File: src/rtl/prescaled_counter_pkg.sv
// -----------------------------------------------------------------------------
// prescaled_counter_pkg
// Shared definitions for the prescaled up/down counter:
//   - default widths for counter, prescaler and LED output
//   - max_value(): all-ones value for a given bit width
//   - step_e: encoding of what a counter step does on a tick
// -----------------------------------------------------------------------------
package prescaled_counter_pkg;

  localparam int DEF_CNT_WIDTH      = 12;
  localparam int DEF_PRESCALE_WIDTH = 25;
  localparam int DEF_OUT_WIDTH      = 8;

  // Outcome of a tick for the counter register.
  //   STEP_HOLD : keep value (no tick, or saturated at a bound)
  //   STEP_INC  : count + 1
  //   STEP_DEC  : count - 1
  //   STEP_WRAP : crossed a bound in wrap mode (up -> 0, down -> MAX)
  typedef enum logic [1:0] {
    STEP_HOLD = 2'd0,
    STEP_INC  = 2'd1,
    STEP_DEC  = 2'd2,
    STEP_WRAP = 2'd3
  } step_e;

  // All-ones value of a 'width'-bit unsigned number (width <= 64).
  function automatic logic [63:0] max_value(input int unsigned width);
    if (width >= 64) begin
      return '1;
    end
    return (64'd1 << width) - 64'd1;
  endfunction

endpackage

File: src/rtl/prescaled_updown_counter_prescale_tick_gen.sv
// -----------------------------------------------------------------------------
// prescale_tick_gen
// Runtime-programmable prescaler. Counts enabled cycles and raises the
// internal strobe s when the count has reached div; tick is s registered.
// Ports:
//   clk      in   rising-edge clock
//   reset_n  in   asynchronous active-low reset
//   en       in   advance enable; en=0 freezes the prescaler and blocks s
//   clear    in   synchronous clear of prescaler and tick
//   div      in   divisor; one strobe every div+1 enabled cycles
//   s        out  combinational strobe (terminal reached on an enabled cycle)
//   tick     out  registered strobe, high the cycle after s
// -----------------------------------------------------------------------------
module prescale_tick_gen
  import prescaled_counter_pkg::*;
#(
  parameter int PRESCALE_WIDTH = DEF_PRESCALE_WIDTH
) (
  input  logic                      clk,
  input  logic                      reset_n,
  input  logic                      en,
  input  logic                      clear,
  input  logic [PRESCALE_WIDTH-1:0] div,
  output logic                      s,
  output logic                      tick
);

  logic [PRESCALE_WIDTH-1:0] r_presc;
  logic                      r_tick;
  logic                      w_s;

  // >= rather than == so that lowering div below the current count
  // terminates on the next enabled cycle instead of running the
  // prescaler all the way round.
  assign w_s = en && (r_presc >= div);

  always_ff @(posedge clk or negedge reset_n) begin
    if (!reset_n) begin
      r_presc <= '0;
      r_tick  <= 1'b0;
    end else if (clear) begin
      r_presc <= '0;
      r_tick  <= 1'b0;
    end else begin
      r_tick <= w_s;
      if (w_s) begin
        r_presc <= '0;
      end else if (en) begin
        r_presc <= r_presc + 1'b1;
      end
    end
  end

  assign s    = w_s;
  assign tick = r_tick;

endmodule

File: src/rtl/prescaled_updown_counter.sv
// -----------------------------------------------------------------------------
// prescaled_updown_counter
// Prescaled up/down counter for the on-board LEDs. Each prescaler strobe
// steps the counter up or down, wrapping or saturating at the bounds.
// Ports:
//   clk         in   rising-edge clock
//   reset_n     in   asynchronous active-low reset
//   en          in   prescaler advance enable
//   clear       in   synchronous clear of prescaler and counter (top priority)
//   down        in   0 = up, 1 = down; sampled on the stepping edge
//   sat         in   0 = wrap, 1 = saturate; sampled on the stepping edge
//   load        in   synchronous load of load_value (discards that step)
//   load_value  in   value to load
//   div         in   prescale divisor; tick period is div+1 enabled cycles
//   count       out  counter register
//   LED         out  low OUT_WIDTH bits of count
//   tick        out  registered one-cycle prescaler pulse
//   tc          out  registered pulse when a step hit or wrapped a bound
// -----------------------------------------------------------------------------
module prescaled_updown_counter
  import prescaled_counter_pkg::*;
#(
  parameter int CNT_WIDTH      = DEF_CNT_WIDTH,
  parameter int PRESCALE_WIDTH = DEF_PRESCALE_WIDTH,
  parameter int OUT_WIDTH      = DEF_OUT_WIDTH
) (
  input  logic                      clk,
  input  logic                      reset_n,
  input  logic                      en,
  input  logic                      clear,
  input  logic                      down,
  input  logic                      sat,
  input  logic                      load,
  input  logic [CNT_WIDTH-1:0]      load_value,
  input  logic [PRESCALE_WIDTH-1:0] div,
  output logic [CNT_WIDTH-1:0]      count,
  output logic [OUT_WIDTH-1:0]      LED,
  output logic                      tick,
  output logic                      tc
);

  localparam logic [CNT_WIDTH-1:0] MAX = CNT_WIDTH'(max_value(CNT_WIDTH));

  logic [CNT_WIDTH-1:0] r_count;
  logic                 r_tc;
  logic                 w_s;
  logic                 w_tick;
  step_e                w_step;
  logic                 w_hit;

  prescale_tick_gen #(
    .PRESCALE_WIDTH (PRESCALE_WIDTH)
  ) u_tick_gen (
    .clk     (clk),
    .reset_n (reset_n),
    .en      (en),
    .clear   (clear),
    .div     (div),
    .s       (w_s),
    .tick    (w_tick)
  );

  // Decide what this strobe does to the counter. w_hit flags that the
  // step started at the bound in the current direction; it drives tc in
  // both wrap and saturate modes.
  always_comb begin
    w_step = STEP_HOLD;
    w_hit  = 1'b0;
    if (w_s) begin
      if (!down) begin
        if (r_count == MAX) begin
          w_hit  = 1'b1;
          w_step = sat ? STEP_HOLD : STEP_WRAP;
        end else begin
          w_step = STEP_INC;
        end
      end else begin
        if (r_count == '0) begin
          w_hit  = 1'b1;
          w_step = sat ? STEP_HOLD : STEP_WRAP;
        end else begin
          w_step = STEP_DEC;
        end
      end
    end
  end

  always_ff @(posedge clk or negedge reset_n) begin
    if (!reset_n) begin
      r_count <= '0;
      r_tc    <= 1'b0;
    end else if (clear) begin
      r_count <= '0;
      r_tc    <= 1'b0;
    end else if (load) begin
      // Prescaler keeps running (tick still fires) but this step is dropped.
      r_count <= load_value;
      r_tc    <= 1'b0;
    end else begin
      r_tc <= w_hit;
      case (w_step)
        STEP_INC:  r_count <= r_count + 1'b1;
        STEP_DEC:  r_count <= r_count - 1'b1;
        STEP_WRAP: r_count <= down ? MAX : '0;
        default:   r_count <= r_count;
      endcase
    end
  end

  assign count = r_count;
  assign LED   = r_count[OUT_WIDTH-1:0];
  assign tick  = w_tick;
  assign tc    = r_tc;

endmodule

File: config.mk
export PLATFORM = sky130hd
export DESIGN_NAME = prescaled_updown_counter
export DESIGN_NICKNAME = d
export VERILOG_FILES = /design/src/rtl/prescaled_counter_pkg.sv /design/src/rtl/prescaled_updown_counter_prescale_tick_gen.sv /design/src/rtl/prescaled_updown_counter.sv
export SDC_FILE = /design/constraint.sdc
export NUM_CORES = 1
export LEC_CHECK = 0
export CAP_MARGIN = 20
export CORE_ASPECT_RATIO = 0.8
export CORE_MARGIN = 1
export CORE_UTILIZATION = 45
export DETAILED_ROUTE_END_ITERATION = 8
export GPL_ROUTABILITY_DRIVEN = 1
export PLACE_DENSITY = 0.7
export SLEW_MARGIN = 0
export SYNTH_ARGS = -nofsm -noshare
export SYNTH_HDL_FRONTEND = slang
export SYNTH_SLANG_ARGS = --single-unit
export TNS_END_PERCENT = 100
File: constraint.sdc
create_clock -name clk -period 10.26 [get_ports clk]
set_input_delay 3.078 -clock clk [delete_from_list [all_inputs] [get_ports clk]]
set_output_delay 3.078 -clock clk [all_outputs]
set_load 0.02 [all_outputs]
-- Word level (Yosys, flattened, before mapping)
Index checks and enable logic that the tools add are counted.
- register bits: 39
- bits of input ports: 44
- output and inout bits: 22
- $add $sub $neg: 3
- order comparisons: 1
- eq/ne operators: 4
- mux-type cells: 19
- reductions and logical operators: 4
- operator list (kind ; count):
    $mux 25 ; 3
    $mux 12 ; 3
    $pmux 12 s3 ; 1
    $add 25x1->25 const B ; 1
    $ge 25x25->1 ; 1
    $add 12x1->12 const B ; 1
    $eq 12x12->1 const B ; 1
    $logic_not 12->1 ; 1
    $sub 12x1->12 const B ; 1
    $mux 2 ; 5
    $mux 1 ; 7
    $reduce_bool 5->1 ; 1
    $eq 2x2->1 const B ; 2
    $reduce_bool 3->1 ; 1
    $eq 2x1->1 const B ; 1
    $logic_and 1x1->1 ; 1

-- Longest topological paths before layout
Gate-level depths: netlist of run 1.
- depth after elaboration: 8
- depth in mapped cells: 15
- depth with buffers taken out: 15

-- Cells and area by module
From an unflattened synthesis of run 1, not the netlist that was laid out.
- cell total of the unflattened synthesis: 460
- area total of the unflattened synthesis: 3643.5 um^2
- by module, submodules not included (module ; instances ; cells an instance ; area each (um^2) ; sequential area each (um^2)):
    prescale_tick_gen ; 1 ; 278 ; 2189.6 ; 650.6
    prescaled_updown_counter ; 1 ; 182 ; 1453.9 ; 325.3

-- Worst setup path after synthesis of run 1
Ideal clock, no wire load.
- path type: input-to-reg
- start point: input div[15]
- end point: register r_count[11] (netlist: count[11])
- arrival: 6581 ps
- data required time: 10184 ps
- path slack: 3602 ps
- stages on the path: 15
- cell sequence: inv_1 > ha_1 > a21o_1 > a211oi_1 > nor4b_2 > o2111ai_2 > and3_1 > ha_1 > o21a_1 > o21a_1 > a2111oi_4 > nor2_2 > a311o_1 > a221o_1 > o21ai_1
- cells in the longest elaborated chain, start to end: 7
- elaborated cells between the ends (all ways): 10
- those cells by class: order compare (1); eq/ne (3); mux (4); reduce/logical (2)
- ends and longest elaborated chain (what ; line ; text):
    start, declared ; prescaled_updown_counter.sv:35 ; input logic [PRESCALE_WIDTH-1:0] div,
    $ge 25x25->1 (*) ; prescaled_updown_counter_prescale_tick_gen.sv:35 ; assign w_s = en && (r_presc >= div);
    $logic_and 1x1->1 (*) ; prescaled_updown_counter_prescale_tick_gen.sv:35 ;
    $mux 2 (*) ; prescaled_updown_counter.sv:69 ; if (w_s) begin
    $eq 2x2->1 / $eq 2x1->1 (equally long branches) ; prescaled_updown_counter.sv:101 ; case (w_step)
    $pmux 12 s3 ; prescaled_updown_counter.sv:101 ;
    $mux 12 ; prescaled_updown_counter.sv:95 ; end else if (load) begin
    $mux 12 ; prescaled_updown_counter.sv:92 ; end else if (clear) begin
    end signal, assigned ; prescaled_updown_counter.sv:97 ; r_count <= load_value;
    end signal, assigned ; prescaled_updown_counter.sv:102 ; STEP_INC: r_count <= r_count + 1'b1;
    end signal, assigned ; prescaled_updown_counter.sv:103 ; STEP_DEC: r_count <= r_count - 1'b1;
    end, declared ; prescaled_updown_counter.sv:44 ; logic [CNT_WIDTH-1:0] r_count;
Mark *: on every way between the ends. The rest lies on a longest branch, timed or not.
A chain may end at the register's enable or synchronous reset.

-- Worst setup path in the final report of run 1
- start point: input div[23]
- end point: register r_count[10] (netlist: count[10])
The elaborated chain is that of the path after synthesis.

==> impl_metrics.py, run 1 <==
metrics = {
    "global_route": {
        "antenna_found_initial": 0,
        "track_usage": 0.2368,
        "grt-ovfl-total": 0,
        "grt_pass1_vias": 3152,
        "grt_max_degree": 40,
        "grt_first_pass_wirelength_um": 15420,
    },
    "synth": {
        "synth_top_area_frac": 0.2685,
        "synthTopCellsByCount": "inv_1 (49), dfrtp_1 (39), ha_1 (36)",
        "yosysMostFrequentCell": "inv_1",
        "synth_ff_type": "dfrtp_1",
        "netlist_area_mm2": 0.003635,
        "syn_area_per_cell_um2": 8.552,
        "ys_seq_area_frac": 0.2685,
        "synth_edf_count": 0,
        "ys_ff_latch": 39,
        "yosys.cell_types.count": 65,
        "async_flop_share": 1.000,
        "synth_area_leader_cell": "dfrtp_1",
        "synth_area_leaders": "dfrtp_1 (27%), ha_1 (12%), inv_1 (5.1%)",
        "synth_cells": 425,
        "syn_nets": 506,
        "synth_warnings": 0,
    },
    "min_path": {
        "hold_path_class": "reg -> reg",
        "min_path_cells": 1,
        "holdCritStartpoint": "u_tick_gen.r_presc[18]$_DFFE_PN0P_",
        "whs_endpoint": "u_tick_gen.r_presc[18]$_DFFE_PN0P_",
    },
    "clock_tree": {
        "postCtsHoldBufs": 0,
        "numCtsBuffers": 5,
        "htreeDepth": 2,
        "clkSlewWorstSetupHoldPaths_ns": 0.08,
        "cts.repair.resized": 0,
        "cts_root_buf": "clkbuf_8",
        "post-cts-setup-buffers": 0,
        "tritoncts": "done",
        "cts.sinks": 39,
        "clk_path_buf_depth": 2,
        "clkLatencyLatePin_ns": 0.29,
    },
    "setup_path": {
        "worst_setup_path_start_kind": "primary input",
        "cp.required_ns": 10.40,
        "cp-end-kind": "flop",
        "rrSetupSlack_ns": 5.46,
        "crit_fanout": 12,
        "timing.rr.end": "count[10]$_DFFE_PN0P_",
        "arrival_ns": 7.78,
        "reg2reg_from": "u_tick_gen.r_presc[23]$_DFFE_PN0P_",
        "worst-setup-path-type": "in -> reg",
        "r2r_cells": 14,
    },
    "placed_design": {
        "numPortBuffers": 65,
        "gp_congestion": 0.8852,
        "placed_cell_area_mm2": 0.004300,
        "dp_hpwl_um": 7102,
    },
    "floorplanning": {
        "fp.dieW_um": 102.5,
        "die_area_mm2": 0.008443,
        "core_mm2": 0.007602,
        "die_h_um": 82.39,
        "io_pins": 66,
        "num_rows": 28,
        "start_util": 0.4781,
    },
    "sta": {
        "tns_ns": 0,
        "drv_slew": 0,
        "finClkSkew_ns": 0.009488,
        "final-setup-viol-count": 0,
        "rsz0062_at_grt": "no",
        "tightest_slew_ns": 1.004,
        "hold_violations": 0,
        "fin_crit_sh": 0.7444,
        "relSlewSlack": 0.3301,
        "min_period_ns": 7.638,
        "timing.fmax_ghz": 0.1309,
    },
    "final_layout": {
        "synthToLayoutAreaGrowth_pct": 21.07,
        "nFillCells": 676,
        "design_area_mm2": 0.004400,
        "n_antenna_cell": 0,
        "drive_gt1_frac": 0.09205,
        "final_net_count": 558,
    },
    "run_status": {
        "outcome": "finished clean",
    },
    "run": {
        "maxCapViolations": 0,
    },
    "power_and_ir_drop": {
        "power_density_mw_per_mm2": 82.92,
        "p_leak_nw": 1.900,
        "totalPowerFinal_mw": 0.3649,
        "peakVddDrop_mv": 0.04825,
    },
    "drt": {
        "dr.pass1.iters": 4,
        "wl_per_cell_um": 16.03,
        "num_vias": 3451,
        "postRouteWirelength_um": 9346,
        "drcViolationCount": 0,
        "drt-vias-per-instance": 5.919,
        "ant_nets": 0,
        "drt_iter0_drc": 183,
    },
}
[power by group]
| part | switching (mW) | total, mW | internal [mW] |
|---|---|---|---|
| clock network | 0.0565 | 0.118 | 0.0615 |
| registers | 0.00686 | 0.164 | 0.157 |
| logic | 0.0414 | 0.0827 | 0.0413 |
[per-stage QoR]
step,setup slack (ns),hold WS (ns),instances,util
finish,2.622,0.5524,583,0.5788
global route,2.287,0.5966,583,0.5788
CTS,2.799,0.5605,583,0.5788
detailed placement,2.511,0.5372,575,0.5657
global placement,2.582,0.5345,575,0.5657
floorplan,3.602,0.4885,425,-
[cells in the final DEF (no fill, tap or decap), types with 3 or more instances in the layout]
master            n
a31oi_1          16
and2_1            3
o21bai_1          3
a2111oi_2         7
clkbuf_8          7
mux2i_1           9
a31o_2            3
nor2_2            4
a22o_1            6
xor2_1            5
nor3_1           17
nand2_1          27
o21ai_0          11
and4_1            3
or2_2             3
nand3_1          27
buf_4             3
inv_1            49
dfrtp_1          39
o211ai_1          4
and3_1            7
a211oi_1          4
o21ai_1           5
nand4_1          12
clkdlybuf4s50_1  64
o21a_1            3
ha_1             36
o22ai_1           6
xnor2_1           6
a21oi_1          21
nor4_1            4
nor2_1           17
[cells by family after synthesis]
logic type / count (synthesis) / share of synthesized area
AND/OR/NAND/NOR: 141 / 0.2165
AO/OA/AOI/OAI: 116 / 0.2461
buffers and inverters: 72 / 0.08813
flip-flops: 39 / 0.2685
adder cells (fa/ha/maj): 37 / 0.1294
XOR/XNOR: 11 / 0.02651
multiplexers: 9 / 0.02479
[sequential cells by signal (all words and copies together) (netlist names)]
signal and cells:
tc 1, u_tick_gen.r_presc 25, count 12, u_tick_gen.tick 1
[how the worst max path moves through the flow]
| stage | startpoint | to | slack (ns) | cells past startpoint |
|---|---|---|---|---|
| after floorplan | div[15] | count[11]$_DFFE_PN0P_ | 3.60 | 15 |
| after global placement | div[15] | count[10]$_DFFE_PN0P_ | 2.58 | 16 |
| after detailed placement | div[23] | count[10]$_DFFE_PN0P_ | 2.51 | 16 |
| after CTS | div[23] | count[10]$_DFFE_PN0P_ | 2.80 | 16 |
| after global routing | div[15] | count[10]$_DFFE_PN0P_ | 2.29 | 16 |
| final | div[23] | count[10]$_DFFE_PN0P_ | 2.62 | 16 |
[layout make-up]
class | instances | area, µm² | share of cell area
inverter | 49 | 183.9 | 0.04180
tap | 105 | 131.4 | 0.02985
clock buffer | 8 | 100.1 | 0.02275
sequential | 39 | 975.9 | 0.2218
timing repair buffer | 68 | 668.1 | 0.1518
multi-input combinational | 314 | 2341 | 0.5320
[worst max-delay path: stages]
cell and delay [ns]:
clkdlybuf4s50_1 0.46, inv_1 0.04, ha_1 0.33, a21oi_1 0.17, nand2_1 0.08, a221oi_1 0.58
o2111ai_2 0.37, and3_1 0.43, fa_1 0.49, a21oi_1 0.17, o21ai_0 0.13, a2111oi_0 0.72
o31ai_1 0.20, xor2_1 0.17, a21boi_0 0.19, o221ai_1 0.15
[metal layers]
| layer | vias to the layer above | part of all wire | GRT usage |
|---|---|---|---|
| met4 | 0 | 0.0059 | 0.04429 |
| li1 | 1691 | - | - |
| met1 | 1653 | 0.51 | 0.3619 |
| met3 | 4 | 0.061 | 0.02609 |
| met2 | 103 | 0.43 | 0.3587 |
| met5 | - | 0 | 0 |
Note: power is estimated with default switching activity, not from simulation.
==> inputs of run 2 (changes only) <==
clock period = 7.1 ns   (was 10.26 ns; I/O delays follow)
==> run 2 against run 1 <==
Net effect:
- register-to-register slack got worse by 2.8 ns
- worst hold slack improved by 0.0017 ns
- global-route usage grew 0.26 points
- critical path type unchanged
- non-clock buffer count rose by 3
- cell area grew 0.23%
- cell count is 0.34% higher
- wire length rose by 3.9%
- clock skew decreased by 0.0025 ns
- core utilization is 0.13 points higher
- sequential cell count unchanged
- first-iteration DRC count up 6.6%
==> impl_metrics.py, run 2 (synthesis results as in run 1) <==
metrics = {
    "final_layout": {
        "layout_commonest_cell": "clkdlybuf4s50_1",
        "regMostFlops": "u_tick_gen.r_presc",
        "n_antenna_cell": 0,
        "seq_area_um2": 975.9,
        "multi_input_area_mm2": 0.002341,
        "drive_gt1_frac": 0.09792,
        "layout_common_cells": "clkdlybuf4s50_1 (64), inv_1 (49), dfrtp_1 (39)",
        "nFillCells": 717,
        "final_net_count": 561,
        "synthToLayoutAreaGrowth_pct": 21.34,
        "largest_register_ffs": 25,
    },
    "drt": {
        "drcViolationCount": 0,
        "postRouteWirelength_um": 9713,
        "wl_per_cell_um": 16.60,
        "drt-vias-per-instance": 5.981,
        "num_vias": 3499,
        "ant_nets": 0,
        "dr.pass1.iters": 4,
        "drt_iter0_drc": 195,
    },
    "sta": {
        "tns_ns": 0,
        "final-setup-viol-count": 0,
        "hold_violations": 0,
        "tightest_slew_ns": 1.023,
        "finClkSkew_ns": 0.007016,
        "fin_crit_sh": 0.8876,
        "drv_slew": 0,
        "timing.fmax_ghz": 0.1587,
        "rsz0062_at_grt": "no",
        "min_period_ns": 6.302,
        "relSlewSlack": 0.3171,
    },
    "setup_path": {
        "cp-end-kind": "flop",
        "r2r_cells": 14,
        "worst-setup-path-type": "in -> reg",
        "worst_setup_path_start_kind": "primary input",
        "cp.required_ns": 7.24,
        "arrival_ns": 6.44,
        "reg2reg_from": "u_tick_gen.r_presc[8]$_DFFE_PN0P_",
        "timing.rr.end": "count[10]$_DFFE_PN0P_",
        "setup.worst_path.start": "div[23]",
        "crit_fanout": 8,
        "rrSetupSlack_ns": 2.68,
        "critical_path.endpoint": "count[10]$_DFFE_PN0P_",
    },
    "global_route": {
        "grt_max_degree": 40,
        "antenna_found_initial": 0,
        "grt_pass1_vias": 3137,
        "grt-ovfl-total": 0,
        "track_usage": 0.2394,
        "grt_first_pass_wirelength_um": 15580,
    },
    "floorplanning": {
        "core_mm2": 0.007602,
        "fp.dieW_um": 102.5,
        "die_area_mm2": 0.008443,
        "num_rows": 28,
        "die_h_um": 82.39,
        "io_pins": 66,
        "start_util": 0.4781,
    },
    "power_and_ir_drop": {
        "power_density_mw_per_mm2": 116.9,
        "p_leak_nw": 1.912,
        "peakVddDrop_mv": 0.07729,
        "totalPowerFinal_mw": 0.5156,
    },
    "min_path": {
        "hold_path_class": "reg -> reg",
    },
    "placed_design": {
        "gp_congestion": 0.8412,
        "dp_hpwl_um": 7342,
        "numPortBuffers": 65,
    },
    "clock_tree": {
        "tritoncts": "done",
        "post-cts-setup-buffers": 0,
        "cts.repair.resized": 0,
        "clkLatencyLatePin_ns": 0.29,
        "cts.sinks": 39,
        "htreeDepth": 2,
        "numCtsBuffers": 5,
        "clkSlewWorstSetupHoldPaths_ns": 0.08,
        "clk_path_buf_depth": 2,
        "postCtsHoldBufs": 0,
        "cts_root_buf": "clkbuf_8",
    },
    "run": {
        "maxCapViolations": 0,
    },
    "run_status": {
        "outcome": "finished clean",
    },
}
-- run 2: cell type report --
type | instances | share of cell area
Sequential cell | 39 | 0.2213
Clock buffer | 6 | 0.01872
Timing Repair Buffer | 71 | 0.1566
Clock inverter | 1 | 0.001135
Tap cell | 105 | 0.02979
Inverter | 49 | 0.04170
Multi-Input combinational cell | 314 | 0.5308
-- run 2: metal layers --
| metal | share of wire | vias to the layer above | global-route usage |
|---|---|---|---|
| li1 | - | 1700 | - |
| met1 | 0.50 | 1670 | 0.3587 |
| met2 | 0.43 | 125 | 0.3713 |
| met3 | 0.061 | 4 | 0.03367 |
| met4 | 0.0050 | 0 | 0.03429 |
| met5 | 0 | - | 0 |
-- run 2: critical path, stage by stage --
cell             delay [ns]
clkdlybuf4s50_1        0.45
inv_1                  0.04
ha_1                   0.33
a21oi_1                0.17
nand2_1                0.09
a221o_1                0.43
o21a_1                 0.31
and3_1                 0.31
fa_1                   0.44
a21oi_1                0.18
o21ai_0                0.14
a2111oi_0              0.72
o31ai_1                0.22
xor2_1                 0.18
a21boi_0               0.18
o221ai_1               0.13
-- run 2: worst min path at each step --
| stage | start | end | slack [ns] | cells past startpoint |
|---|---|---|---|---|
| finish | u_tick_gen.r_presc[19]$_DFFE_PN0P_ | u_tick_gen.r_presc[19]$_DFFE_PN0P_ | 0.55 | 1 |
| detailed placement | u_tick_gen.r_presc[24]$_DFFE_PN0P_ | u_tick_gen.r_presc[24]$_DFFE_PN0P_ | 0.55 | 2 |
| global placement | u_tick_gen.r_presc[18]$_DFFE_PN0P_ | u_tick_gen.r_presc[18]$_DFFE_PN0P_ | 0.54 | 1 |
| global route | u_tick_gen.r_presc[19]$_DFFE_PN0P_ | u_tick_gen.r_presc[19]$_DFFE_PN0P_ | 0.57 | 1 |
| floorplan | u_tick_gen.r_presc[18]$_DFFE_PN0P_ | u_tick_gen.r_presc[18]$_DFFE_PN0P_ | 0.49 | 1 |
| CTS | u_tick_gen.r_presc[19]$_DFFE_PN0P_ | u_tick_gen.r_presc[19]$_DFFE_PN0P_ | 0.56 | 1 |
-- run 2: through the flow --
stage | instances | utilization | hold WS [ns] | cell area, µm² | setup slack (ns)
final | 585 | 0.5802 | 0.5541 | 4410 | 0.7982
after global routing | 585 | 0.5802 | 0.5665 | 4410 | 0.4349
after CTS | 585 | 0.5802 | 0.5574 | 4410 | 0.8453
after detailed placement | 578 | 0.5686 | 0.5491 | 4323 | 0.5479
after global placement | 578 | 0.5686 | 0.5368 | 4323 | 0.6154
after floorplan | 425 | - | 0.4885 | 3635 | 1.390
-- run 2: report_power, final --
group          internal [mW]  switching [mW]
sequential             0.227          0.0102
clock                 0.0764          0.0811
combinational         0.0599          0.0608
total                  0.364           0.152
==> inputs of run 3 (changes only) <==
CORE_MARGIN = 8   (was 1)
==> run 3 against run 2 <==
Net effect:
- global-route usage decreased by 6.2 points
- worst hold slack improved by 0.0067 ns
- critical path type unchanged
- cell area is 0.14% higher
==> impl_metrics.py, run 3 (synthesis results as in run 1) <==
metrics = {
    "sta": {
        "hold_violations": 0,
        "tns_ns": 0,
        "worst_hold_slack_ns": 0.5608,
        "final-setup-viol-count": 0,
        "min_period_ns": 6.344,
        "timing.fmax_ghz": 0.1576,
        "fin_crit_sh": 0.8935,
        "rsz0062_at_grt": "no",
        "relSlewSlack": 0.3819,
        "drv_slew": 0,
        "tightest_slew_ns": 0.9271,
        "finClkSkew_ns": 0.01147,
    },
    "power_and_ir_drop": {
        "p_sw_frac": 0.3048,
        "combPwrFrac": 0.235,
        "peakVddDrop_mv": 0.07313,
        "p_leak_nw": 1.910,
        "switchingPower_mw": 0.1563,
        "power_density_mw_per_mm2": 116.1,
        "internal-power_mw": 0.3564,
        "seqPwrFrac": 0.463,
        "pwr-share-clk": 0.302,
        "totalPowerFinal_mw": 0.5127,
    },
    "clock_tree": {
        "cts.repair.resized": 0,
        "numCtsBuffers": 5,
        "post-cts-setup-buffers": 0,
        "clk_path_buf_depth": 2,
        "cts_root_buf": "clkbuf_8",
        "clkSlewWorstSetupHoldPaths_ns": 0.09,
        "clkLatencyLatePin_ns": 0.30,
        "htreeDepth": 2,
        "tritoncts": "done",
        "cts.sinks": 39,
        "postCtsHoldBufs": 0,
    },
    "run_status": {
        "outcome": "finished clean",
    },
    "final_layout": {
        "final_net_count": 562,
        "layout_commonest_cell": "clkdlybuf4s50_1",
        "largest_register_ffs": 25,
        "n_antenna_cell": 0,
        "synthToLayoutAreaGrowth_pct": 21.51,
        "final_cell_count_no_fill": 590,
        "regMostFlops": "u_tick_gen.r_presc",
        "layout_common_cells": "clkdlybuf4s50_1 (64), inv_1 (49), dfrtp_1 (39)",
        "drive_gt1_frac": 0.09751,
    },
    "placed_design": {
        "dp_hpwl_um": 7554,
        "gp_congestion": 0.8511,
        "numPortBuffers": 65,
        "placed_cells": 582,
    },
    "floorplanning": {
        "die_area_mm2": 0.01123,
        "num_rows": 29,
        "start_util": 0.4616,
        "fp.dieW_um": 116.5,
        "core_mm2": 0.007874,
        "io_pins": 66,
        "die_h_um": 96.39,
    },
    "min_path": {
        "min_path_cells": 1,
        "hold_path_class": "reg -> reg",
    },
    "global_route": {
        "grt-ovfl-total": 0,
        "grt_pass1_vias": 3240,
        "grt_max_degree": 40,
        "grt_first_pass_wirelength_um": 15900,
        "antenna_found_initial": 0,
        "track_usage": 0.1776,
    },
    "setup_path": {
        "worst-setup-path-type": "in -> reg",
        "cp-end-kind": "flop",
        "r2r_cells": 14,
        "crit_fanout": 12,
        "cp.required_ns": 7.28,
        "worst_setup_path_start_kind": "primary input",
        "arrival_ns": 6.52,
    },
    "drt": {
        "dr.pass1.iters": 4,
        "drcViolationCount": 0,
        "drt-vias-per-instance": 5.820,
        "ant_nets": 0,
        "drt_iter0_drc": 229,
        "postRouteWirelength_um": 9878,
        "num_vias": 3434,
        "wl_per_cell_um": 16.74,
    },
    "run": {
        "maxCapViolations": 0,
    },
}
-- run 3: path summary, 6_finish.rpt --
path                                                    start                                 end  slack (ns)
setup / recovery                                      div[15]               count[10]$_DFFE_PN0P_        0.76
hold / removal             u_tick_gen.r_presc[18]$_DFFE_PN0P_  u_tick_gen.r_presc[18]$_DFFE_PN0P_        0.56
setup reg to reg           u_tick_gen.r_presc[15]$_DFFE_PN0P_               count[10]$_DFFE_PN0P_        2.65
hold reg to reg            u_tick_gen.r_presc[18]$_DFFE_PN0P_  u_tick_gen.r_presc[18]$_DFFE_PN0P_        0.56
max in group asynchronous                             reset_n  u_tick_gen.r_presc[15]$_DFFE_PN0P_        4.56
min in group asynchronous                             reset_n   u_tick_gen.r_presc[7]$_DFFE_PN0P_        1.96
-- run 3: power by group through the flow --
| stage | Combinational [mW] | Sequential [mW] | Clock (mW) |
|---|---|---|---|
| finish | 0.121 | 0.237 | 0.155 |
| global route | 0.132 | 0.239 | 0.167 |
| CTS | 0.122 | 0.237 | 0.158 |
| detailed placement | 0.121 | 0.242 | 0 |
| global placement | 0.119 | 0.241 | 0 |
| floorplan | 0.0631 | 0.245 | 0 |
-- run 3: final cells by class --
class                   instances  area (µm²)
clock inverters                 2       12.51
clock buffers                   6       72.57
multi-input cells             314        2338
flip-flops and latches         39       975.9
well taps                     108       135.1
fillers                       740        3457
inverters                      49       183.9
repair buffers                 72       698.2
-- run 3: routing by layer --
metal,GRT usage,routed length (µm)
met1,0.2542,4839
met3,0.03478,581
met2,0.2674,4356
met5,0,0
met4,0.04521,101
-- run 3: worst max-delay path, stage by stage --
cell and delay (ns):
clkdlybuf4s50_1 0.46, inv_1 0.04, ha_1 0.29, a21o_1 0.20, a211oi_1 0.25, nor4b_2 0.48
o2111ai_2 0.16, and3_1 0.37, fa_1 0.49, a21oi_1 0.18, o21ai_0 0.15, a2111oi_0 0.63
o31ai_1 0.19, xor2_1 0.17, a21boi_0 0.19, o221ai_1 0.13
-- run 3: through the flow --
stage,setup slack [ns],utilization,area (µm²)
after floorplan,1.390,-,3635
after CTS,0.8243,0.5609,4417
after global routing,0.4076,0.5609,4417
after global placement,0.6008,0.5501,4332
after detailed placement,0.5554,0.5501,4332
final,0.7558,0.5609,4417
